$ cat src/rtl/ex_stage.sv
// rtl/ex_stage.sv - execute stage: operand forwarding, 16-bit ALU, destination select, EX/MEM pipeline registers
//
// Ports
//   clk               in   1   rising-edge clock for the EX/MEM registers
//   rst               in   1   synchronous active-high reset of the EX/MEM registers
//   alu_op            in   4   ALU operation select
//   alu_src           in   1   operand B select: 0 = forwarded reg2, 1 = sign-extended immediate
//   reg1_data         in  16   register-file operand A
//   reg2_data         in  16   register-file operand B
//   immediate         in   6   signed immediate field
//   rd                in   3   R-type destination register
//   rt                in   3   I-type destination register
//   reg_dst           in   2   destination select (rd / rt / link r7 / r0)
//   forward_a         in   2   operand A source (reg / EX-MEM / MEM-WB / reg)
//   forward_b         in   2   operand B source (reg / EX-MEM / MEM-WB / reg)
//   mem_forward_data  in  16   value forwarded from the EX/MEM stage
//   wb_forward_data   in  16   value forwarded from the MEM/WB stage
//   stall             in   1   holds the EX/MEM registers
//   alu_result        out 16   combinational ALU result
//   zero_flag         out  1   combinational, high when alu_result is zero
//   write_reg_addr    out  3   combinational destination register
//   store_data        out 16   combinational forwarded operand B (before the immediate mux)
//   ex_mem_*          out      registered copies of the four combinational outputs

module ex_stage (
    input  logic        clk,
    input  logic        rst,
    input  logic [3:0]  alu_op,
    input  logic        alu_src,
    input  logic [15:0] reg1_data,
    input  logic [15:0] reg2_data,
    input  logic [5:0]  immediate,
    input  logic [2:0]  rd,
    input  logic [2:0]  rt,
    input  logic [1:0]  reg_dst,
    input  logic [1:0]  forward_a,
    input  logic [1:0]  forward_b,
    input  logic [15:0] mem_forward_data,
    input  logic [15:0] wb_forward_data,
    input  logic        stall,
    output logic [15:0] alu_result,
    output logic        zero_flag,
    output logic [2:0]  write_reg_addr,
    output logic [15:0] store_data,
    output logic [15:0] ex_mem_alu_result,
    output logic        ex_mem_zero,
    output logic [2:0]  ex_mem_write_reg,
    output logic [15:0] ex_mem_store_data
);

    typedef enum logic [3:0] {
        OP_ADD   = 4'd0,
        OP_SUB   = 4'd1,
        OP_AND   = 4'd2,
        OP_OR    = 4'd3,
        OP_XOR   = 4'd4,
        OP_NOR   = 4'd5,
        OP_SLT   = 4'd6,
        OP_SLTU  = 4'd7,
        OP_SLL   = 4'd8,
        OP_SRL   = 4'd9,
        OP_SRA   = 4'd10,
        OP_PASSB = 4'd11
    } alu_op_e;

    logic [15:0] op_a;
    logic [15:0] op_b;
    logic [15:0] imm_ext;
    logic [3:0]  shamt;

    // Pipeline register next-state and state.
    logic [15:0] ex_mem_alu_result_d, ex_mem_alu_result_q;
    logic        ex_mem_zero_d,       ex_mem_zero_q;
    logic [2:0]  ex_mem_write_reg_d,  ex_mem_write_reg_q;
    logic [15:0] ex_mem_store_data_d, ex_mem_store_data_q;

    // Operand A forwarding; code 11 is unused and falls back to the register file.
    always_comb begin
        op_a = reg1_data;
        case (forward_a)
            2'b01:   op_a = mem_forward_data;
            2'b10:   op_a = wb_forward_data;
            default: op_a = reg1_data;
        endcase
    end

    // Forwarded operand B is also the store value, so it is taken before the
    // immediate mux: a store's address uses the immediate while its data still
    // needs forwarding.
    always_comb begin
        store_data = reg2_data;
        case (forward_b)
            2'b01:   store_data = mem_forward_data;
            2'b10:   store_data = wb_forward_data;
            default: store_data = reg2_data;
        endcase
    end

    assign imm_ext = {{10{immediate[5]}}, immediate};
    assign op_b    = alu_src ? imm_ext : store_data;

    // Shifts only honour the low four bits of B, the full range of a 16-bit word.
    assign shamt = op_b[3:0];

    always_comb begin
        alu_result = 16'h0000;
        case (alu_op)
            OP_ADD:   alu_result = op_a + op_b;
            OP_SUB:   alu_result = op_a - op_b;
            OP_AND:   alu_result = op_a & op_b;
            OP_OR:    alu_result = op_a | op_b;
            OP_XOR:   alu_result = op_a ^ op_b;
            OP_NOR:   alu_result = ~(op_a | op_b);
            OP_SLT:   alu_result = {15'd0, ($signed(op_a) < $signed(op_b))};
            OP_SLTU:  alu_result = {15'd0, (op_a < op_b)};
            OP_SLL:   alu_result = op_a << shamt;
            OP_SRL:   alu_result = op_a >> shamt;
            OP_SRA:   alu_result = $signed(op_a) >>> shamt;
            OP_PASSB: alu_result = op_b;
            default:  alu_result = 16'h0000;
        endcase
    end

    assign zero_flag = (alu_result == 16'h0000);

    always_comb begin
        write_reg_addr = rd;
        case (reg_dst)
            2'b00:   write_reg_addr = rd;
            2'b01:   write_reg_addr = rt;
            2'b10:   write_reg_addr = 3'b111;
            default: write_reg_addr = 3'b000;
        endcase
    end

    // EX/MEM registers: capture unless stalled; reset is handled in the flop
    // block so that it overrides a stall.
    always_comb begin
        ex_mem_alu_result_d = ex_mem_alu_result_q;
        ex_mem_zero_d       = ex_mem_zero_q;
        ex_mem_write_reg_d  = ex_mem_write_reg_q;
        ex_mem_store_data_d = ex_mem_store_data_q;
        if (!stall) begin
            ex_mem_alu_result_d = alu_result;
            ex_mem_zero_d       = zero_flag;
            ex_mem_write_reg_d  = write_reg_addr;
            ex_mem_store_data_d = store_data;
        end
    end

    always_ff @(posedge clk) begin
        if (rst) begin
            ex_mem_alu_result_q <= 16'h0000;
            ex_mem_zero_q       <= 1'b0;
            ex_mem_write_reg_q  <= 3'b000;
            ex_mem_store_data_q <= 16'h0000;
        end else begin
            ex_mem_alu_result_q <= ex_mem_alu_result_d;
            ex_mem_zero_q       <= ex_mem_zero_d;
            ex_mem_write_reg_q  <= ex_mem_write_reg_d;
            ex_mem_store_data_q <= ex_mem_store_data_d;
        end
    end

    assign ex_mem_alu_result = ex_mem_alu_result_q;
    assign ex_mem_zero       = ex_mem_zero_q;
    assign ex_mem_write_reg  = ex_mem_write_reg_q;
    assign ex_mem_store_data = ex_mem_store_data_q;

endmodule

$ cat config.mk
export PLATFORM = sky130hd
export DESIGN_NAME = ex_stage
export DESIGN_NICKNAME = d
export VERILOG_FILES = /design/src/rtl/ex_stage.sv
export SDC_FILE = /design/constraint.sdc
export NUM_CORES = 1
export LEC_CHECK = 0
export ABC_CLOCK_PERIOD_IN_PS = 8400
export BUFFER_PORTS_ARGS = -buffer_cell sky130_fd_sc_hd__buf_4
export CAP_MARGIN = 20
export CORE_MARGIN = 10
export CORE_UTILIZATION = 45
export CTS_CLUSTER_SIZE = 16
export DETAILED_ROUTE_END_ITERATION = 10
export GPL_ROUTABILITY_DRIVEN = 1
export PLACE_DENSITY = 0.69
export SLEW_MARGIN = 20
export SYNTH_ARGS = -nofsm -noshare
export SYNTH_HDL_FRONTEND = slang
export SYNTH_SLANG_ARGS = --single-unit
$ cat constraint.sdc
create_clock -name clk -period 8.4 [get_ports clk]
set_input_delay 1.68 -clock clk [delete_from_list [all_inputs] [get_ports clk]]
set_output_delay 1.68 -clock clk [all_outputs]
set_load 0.005 [all_outputs]
-- Yosys cells after proc, flatten, opt, wreduce, memory -nomap -nowiden
Cells that the tools add are included.
W data, S select, Z words.
- bits in registers: 36
- input port bits: 90
- output and inout bits: 72
- add/sub/neg operators: 2
- order comparisons: 2
- equal/unequal tests: 17
- shift operators: 3
- muxes and demuxes: 5
- bitwise operators: 4
- reduce and logical (&&, ||, !) cells: 3
- operator list (operator ; number):
    $pmux W16 S12 ; 1
    $pmux W16 S2 ; 2
    $lt A16 B16 Y1 ; 2
    $add A16 B16 Y16 ; 1
    $and A16 B16 Y16 ; 1
    $eq A4 B3 Y1 const B ; 4
    $eq A4 B4 Y1 const B ; 4
    $logic_not A16 Y1 ; 1
    $mux W16 ; 1
    $not A16 Y16 ; 1
    $or A16 B16 Y16 ; 1
    $shl A16 B4 Y16 ; 1
    $shr A16 B4 Y16 ; 1
    $sshr A16 B4 Y16 ; 1
    $sub A16 B16 Y16 ; 1
    $xor A16 B16 Y16 ; 1
    $pmux W3 S3 ; 1
    $eq A4 B2 Y1 const B ; 2
    $eq A2 B1 Y1 const B ; 3
    $eq A2 B2 Y1 const B ; 3
    $eq A4 B1 Y1 const B ; 1
    $logic_not A4 Y1 ; 1
    $logic_not A2 Y1 ; 1

-- Longest topological paths before layout
- depth in word-level cells: 7
- mapped depth: 21
- mapped depth without buffers: 18

-- Worst setup path before layout
OpenSTA, ideal clock, no wires.
- path kind: input to output
- start: input port forward_b[0]
- end: output port zero_flag
- data arrival time: 5640 ps
- data required time: 6720 ps
- slack: 1080 ps
- stages on the path: 19
- path buffers: 4
- cells stage by stage: inv_1 ha_1 buf_2 nor2b_1 o31a_1 buf_4 buf_4 buf_2 fa_1 a211oi_1 o21ai_0 a2111oi_0 nor2_1 a31o_2 xnor2_1 o211ai_1 nor4_2 nand3_1 nor2_1
- cells in the longest elaborated chain, start to end: 7
- elaborated cells between the ends (all ways): 17
- classes of those cells: add/sub (2); order compare (2); eq/ne (2); shift (3); mux (3); bitwise (4); reduce/logical (1)
- RTL lines (element ; line ; source):
    start, declared ; 37 ; input logic [1:0] forward_b,
    $eq A2 B2 Y1 / $eq A2 B1 Y1 (equally long branches) ; 92 ; case (forward_b)
    $pmux W16 S2 * ; 92 ;
    $mux W16 * ; 100 ; assign op_b = alu_src ? imm_ext : store_data;
    branches (longest 2 deep; another with $sub A16 B16 Y16) ; - ;
    $pmux W16 S12 * ; 107 ; case (alu_op)
    named net alu_result[10] ; 41 ; output logic [15:0] alu_result,
    $logic_not A16 Y1 * ; 124 ; assign zero_flag = (alu_result == 16'h0000);
    end, declared ; 42 ; output logic zero_flag,
Mark *: on every way through the listed nets, which the timed path passes.

-- Final worst setup path
- start: input port forward_b[0]
- end: output port zero_flag
- cells in the longest elaborated chain, start to end: 7
- elaborated cells between the ends (all ways): 17
- classes of those cells: add/sub (2); order compare (2); eq/ne (2); shift (3); mux (3); bitwise (4); reduce/logical (1)
- RTL lines (element ; line):
    $eq A2 B2 Y1 / $eq A2 B1 Y1 (equally long branches) ; 92
    $pmux W16 S2 * ; 92
    $mux W16 * ; 100
    branches (longest 2 deep; another with $sub A16 B16 Y16) ; -
    $pmux W16 S12 * ; 107
    $logic_not A16 Y1 * ; 124
Every way passes the cells marked *.

==> impl_metrics.yaml <==
placed_design:
  gp_congestion: 1.00
  post-place-ws_ns: 0.292
  dp_hpwl_mm: 25.1
  place_inst: 1228
  port_buffers: 161
clocking:
  insertion_delay_ns: 0.28
  cts.path.max_buffers: 2
  htree_levels: 2
  root_buffer: "clkbuf_16"
  ctsHoldBuffers: 0
  cts_tree: "yes"
  cts_buffers: 5
  clock-sinks: 36
  clk_pin_slew_ns: 0.05
worst_setup_path:
  reg2reg_setup_slack_ns: 7.74
  timing.rr.start: "ex_mem_write_reg[2]"
  arrival_ns: 6.44
  startpoint: "forward_b[0]"
  required_ns: 6.72
  critPathCaptureType: "output port"
  cp_max_fo: 12
  worstSetupPathType: "in -> out"
  critPathLaunchType: "primary input"
  path_delay_family: "compound AO/OA/AOI/OAI gates"
  ff2ff_path_depth: 2
  worst_path_largest_cell_delay_ns: 0.63
  crit_path_top_delay_cell: "o21ai_0"
  crit_buf_inv: 5
  cp_cell_sequence: "buf_4 > inv_1 > ha_1 > inv_1 > o21ai_0 > o21ai_0 > inv_1 > ha_1 > a21o_1 > a21oi_1 > o21a_1 > o21ai_0 > a221o_1 > or3_1 > or3_4 > nor4_2 > nand3_1 > nor2_1 > buf_4"
  timing.rr.end: "ex_mem_write_reg[2]"
  cp.depth: 19
cells_and_area:
  regArea_um2: 721
  drive_gt1_frac: 0.216
  multi_input_area_mm2: 0.00517
  final_cells: 1235
  final_common_cell: "buf_4"
  antenna_cells: 0
  nFillCells: 1390
  nets: 1200
  syn_to_final_growth_pct: 22.9
  mostFrequentLayoutCells: "188 x buf_4, 114 x nor2_1, 72 x a21oi_1, 69 x inv_1, 65 x mux2i_1"
min_path:
  hold_class: "reg -> reg"
  hold_start: "ex_mem_write_reg[1]"
  holdPathEnd: "ex_mem_write_reg[1]"
  hold_path_depth: 2
yosys:
  synth_cell_type_count: 77
  ys_seq_area_frac: 0.111
  synth-seq-cells: 36
  synth_xor_area_frac: 0.0108
  synth_fp_nets: 1076
  syn_inst: 931
  synth-adder-area-share: 0.109
  synth_warnings: 0
  avgSynthCellArea_um2: 6.95
  synth_flop_cell: "dfxtp_1"
  synth_edf_count: 0
  synth-simple-area-share: 0.213
  syn_area_mm2: 0.00647
  synthMuxAreaShare: 0.108
  synth_top_family_by_area: "compound AO/OA/AOI/OAI gates"
  async_flop_share: 0
  synth_compound_gate_area_share: 0.355
sta:
  slew_headroom: 0.439
  post-route-min-period_ns: 8.12
  finalHoldViolations: 0
  rsz0062_at_grt: "no"
  max_freq_mhz: 123
  fin_hold_ws_ns: 0.462
  fin_crit_sh: 0.966
  tightest_slew_ns: 0.836
  tns_ns: 0
  finalClockSkew_ns: 0
  final-setup-viol-count: 0
  postLayoutSetupSlackWorst_ns: 0.285
  slew_viol_final: 0
floorplanning:
  die_h_um: 140
  dieArea_mm2: 0.0196
  initial_core_util: 0.463
  pin_count: 162
  die_x_um: 140
  rows: 43
  core_mm2: 0.0140
global_routing:
  grt_use_met2: 0.476
  grt_use_met3: 0.0700
  grt_pass1_vias: 7646
  antenna_found_initial: 0
  grt_overflow: 0
  grt_use_met1: 0.381
  grt_usage: 0.296
  grt_start_max_net_pins: 58
  grt_pass1_wl_mm: 46.7
  grt-busiest-layer: "met2"
route:
  wire_per_inst_um: 25.3
  num_vias: 8090
  final_antenna_net_count: 0
  drcViolationCount: 0
  drt_pass1_iterations: 5
  viasPerCell: 6.55
  drtIter0Drc: 1192
  routed_wl_mm: 31.2
power:
  leakagePower_nw: 3.65
  p_per_area_mw_per_mm2: 153
  max-vdd-ir-drop_mv: 0.0885
job:
  drv_cap: 0
status:
  status: "complete, no violations"
## per-layer routing
metal  vias to the layer above  part of all wire
met3                        69              0.11
met1                      3741              0.40
met5                         -                 0
met2                       580              0.46
li1                       3700                 -
met4                         0             0.038
## how the worst max path moves through the flow
| stage | end | slack (ns) |
|---|---|---|
| 3_3_place_gp | zero_flag | 0.37 |
| 3_5_place_dp | zero_flag | 0.29 |
| 6_report | zero_flag | 0.28 |
| 5_1_grt | zero_flag | 0.03 |
| 4_1_cts | zero_flag | 0.29 |
| 2_1_floorplan | zero_flag | 1.08 |
## layout make-up
| type | count | area share |
|---|---|---|
| clock buffer | 5 | 0.0157 |
| clock inverter | 2 | 0.00157 |
| inverter | 75 | 0.0357 |
| multi-input combinational | 749 | 0.650 |
| sequential | 36 | 0.0907 |
| tap | 180 | 0.0283 |
| timing repair buffer | 188 | 0.178 |
## tightest hold or removal path, stage by stage, from the launching register on
cell and delay [ns]:
dfxtp_1 0.30, nand2_1 0.06, a21oi_1 0.05
## report_power, final
part	internal (mW)	total (mW)	switching [mW]
Combinational	0.325	0.847	0.522
Clock	0.107	0.176	0.0688
Sequential	0.186	0.195	0.00897
Total	0.619	1.22	0.600
## cells in the mapped netlist, types with 11 or more instances
cell / count / area share
o211ai_1: 17 / 0.020
nor2_1: 114 / 0.066
inv_1: 69 / 0.040
nand2_1: 49 / 0.028
a22oi_1: 14 / 0.016
mux2i_1: 65 / 0.10
nor4_1: 11 / 0.011
nand2b_1: 27 / 0.026
clkbuf_1: 40 / 0.023
dfxtp_1: 36 / 0.11
nor2b_1: 14 / 0.014
buf_2: 12 / 0.0093
a221o_1: 28 / 0.043
o22ai_1: 15 / 0.015
a211oi_1: 14 / 0.016
a21oi_1: 72 / 0.056
o21ai_0: 51 / 0.039
nor3_1: 23 / 0.018
ha_1: 53 / 0.10
nand3_1: 25 / 0.019
o21ai_1: 12 / 0.0093
## what timing repair did
| item | CTS | global route |
|---|---|---|
| endpoints found under the setup margin | 0 | 1 |
| gates resized for setup | 0 | 2 |
| buffers inserted | 0 | 0 |
## cells by family (layout without fill, tap and decap cells)
logic type	count (synthesis)	count (layout)
compound gates	328	328
xor+xnor	8	8
fa+ha+maj	55	55
buf+inv	146	270
flops	36	36
mux	68	68
simple gates	290	290
## through the flow
stage	total power, mW	area, µm²	util
5_1_grt	1.29	7950	0.568
2_1_floorplan	0.698	6470	-
4_1_cts	1.19	7940	0.568
3_3_place_gp	1.02	7810	0.558
6_report	1.22	7950	0.568
3_5_place_dp	1.01	7810	0.558
Note: power is estimated with default switching activity, not from simulation.
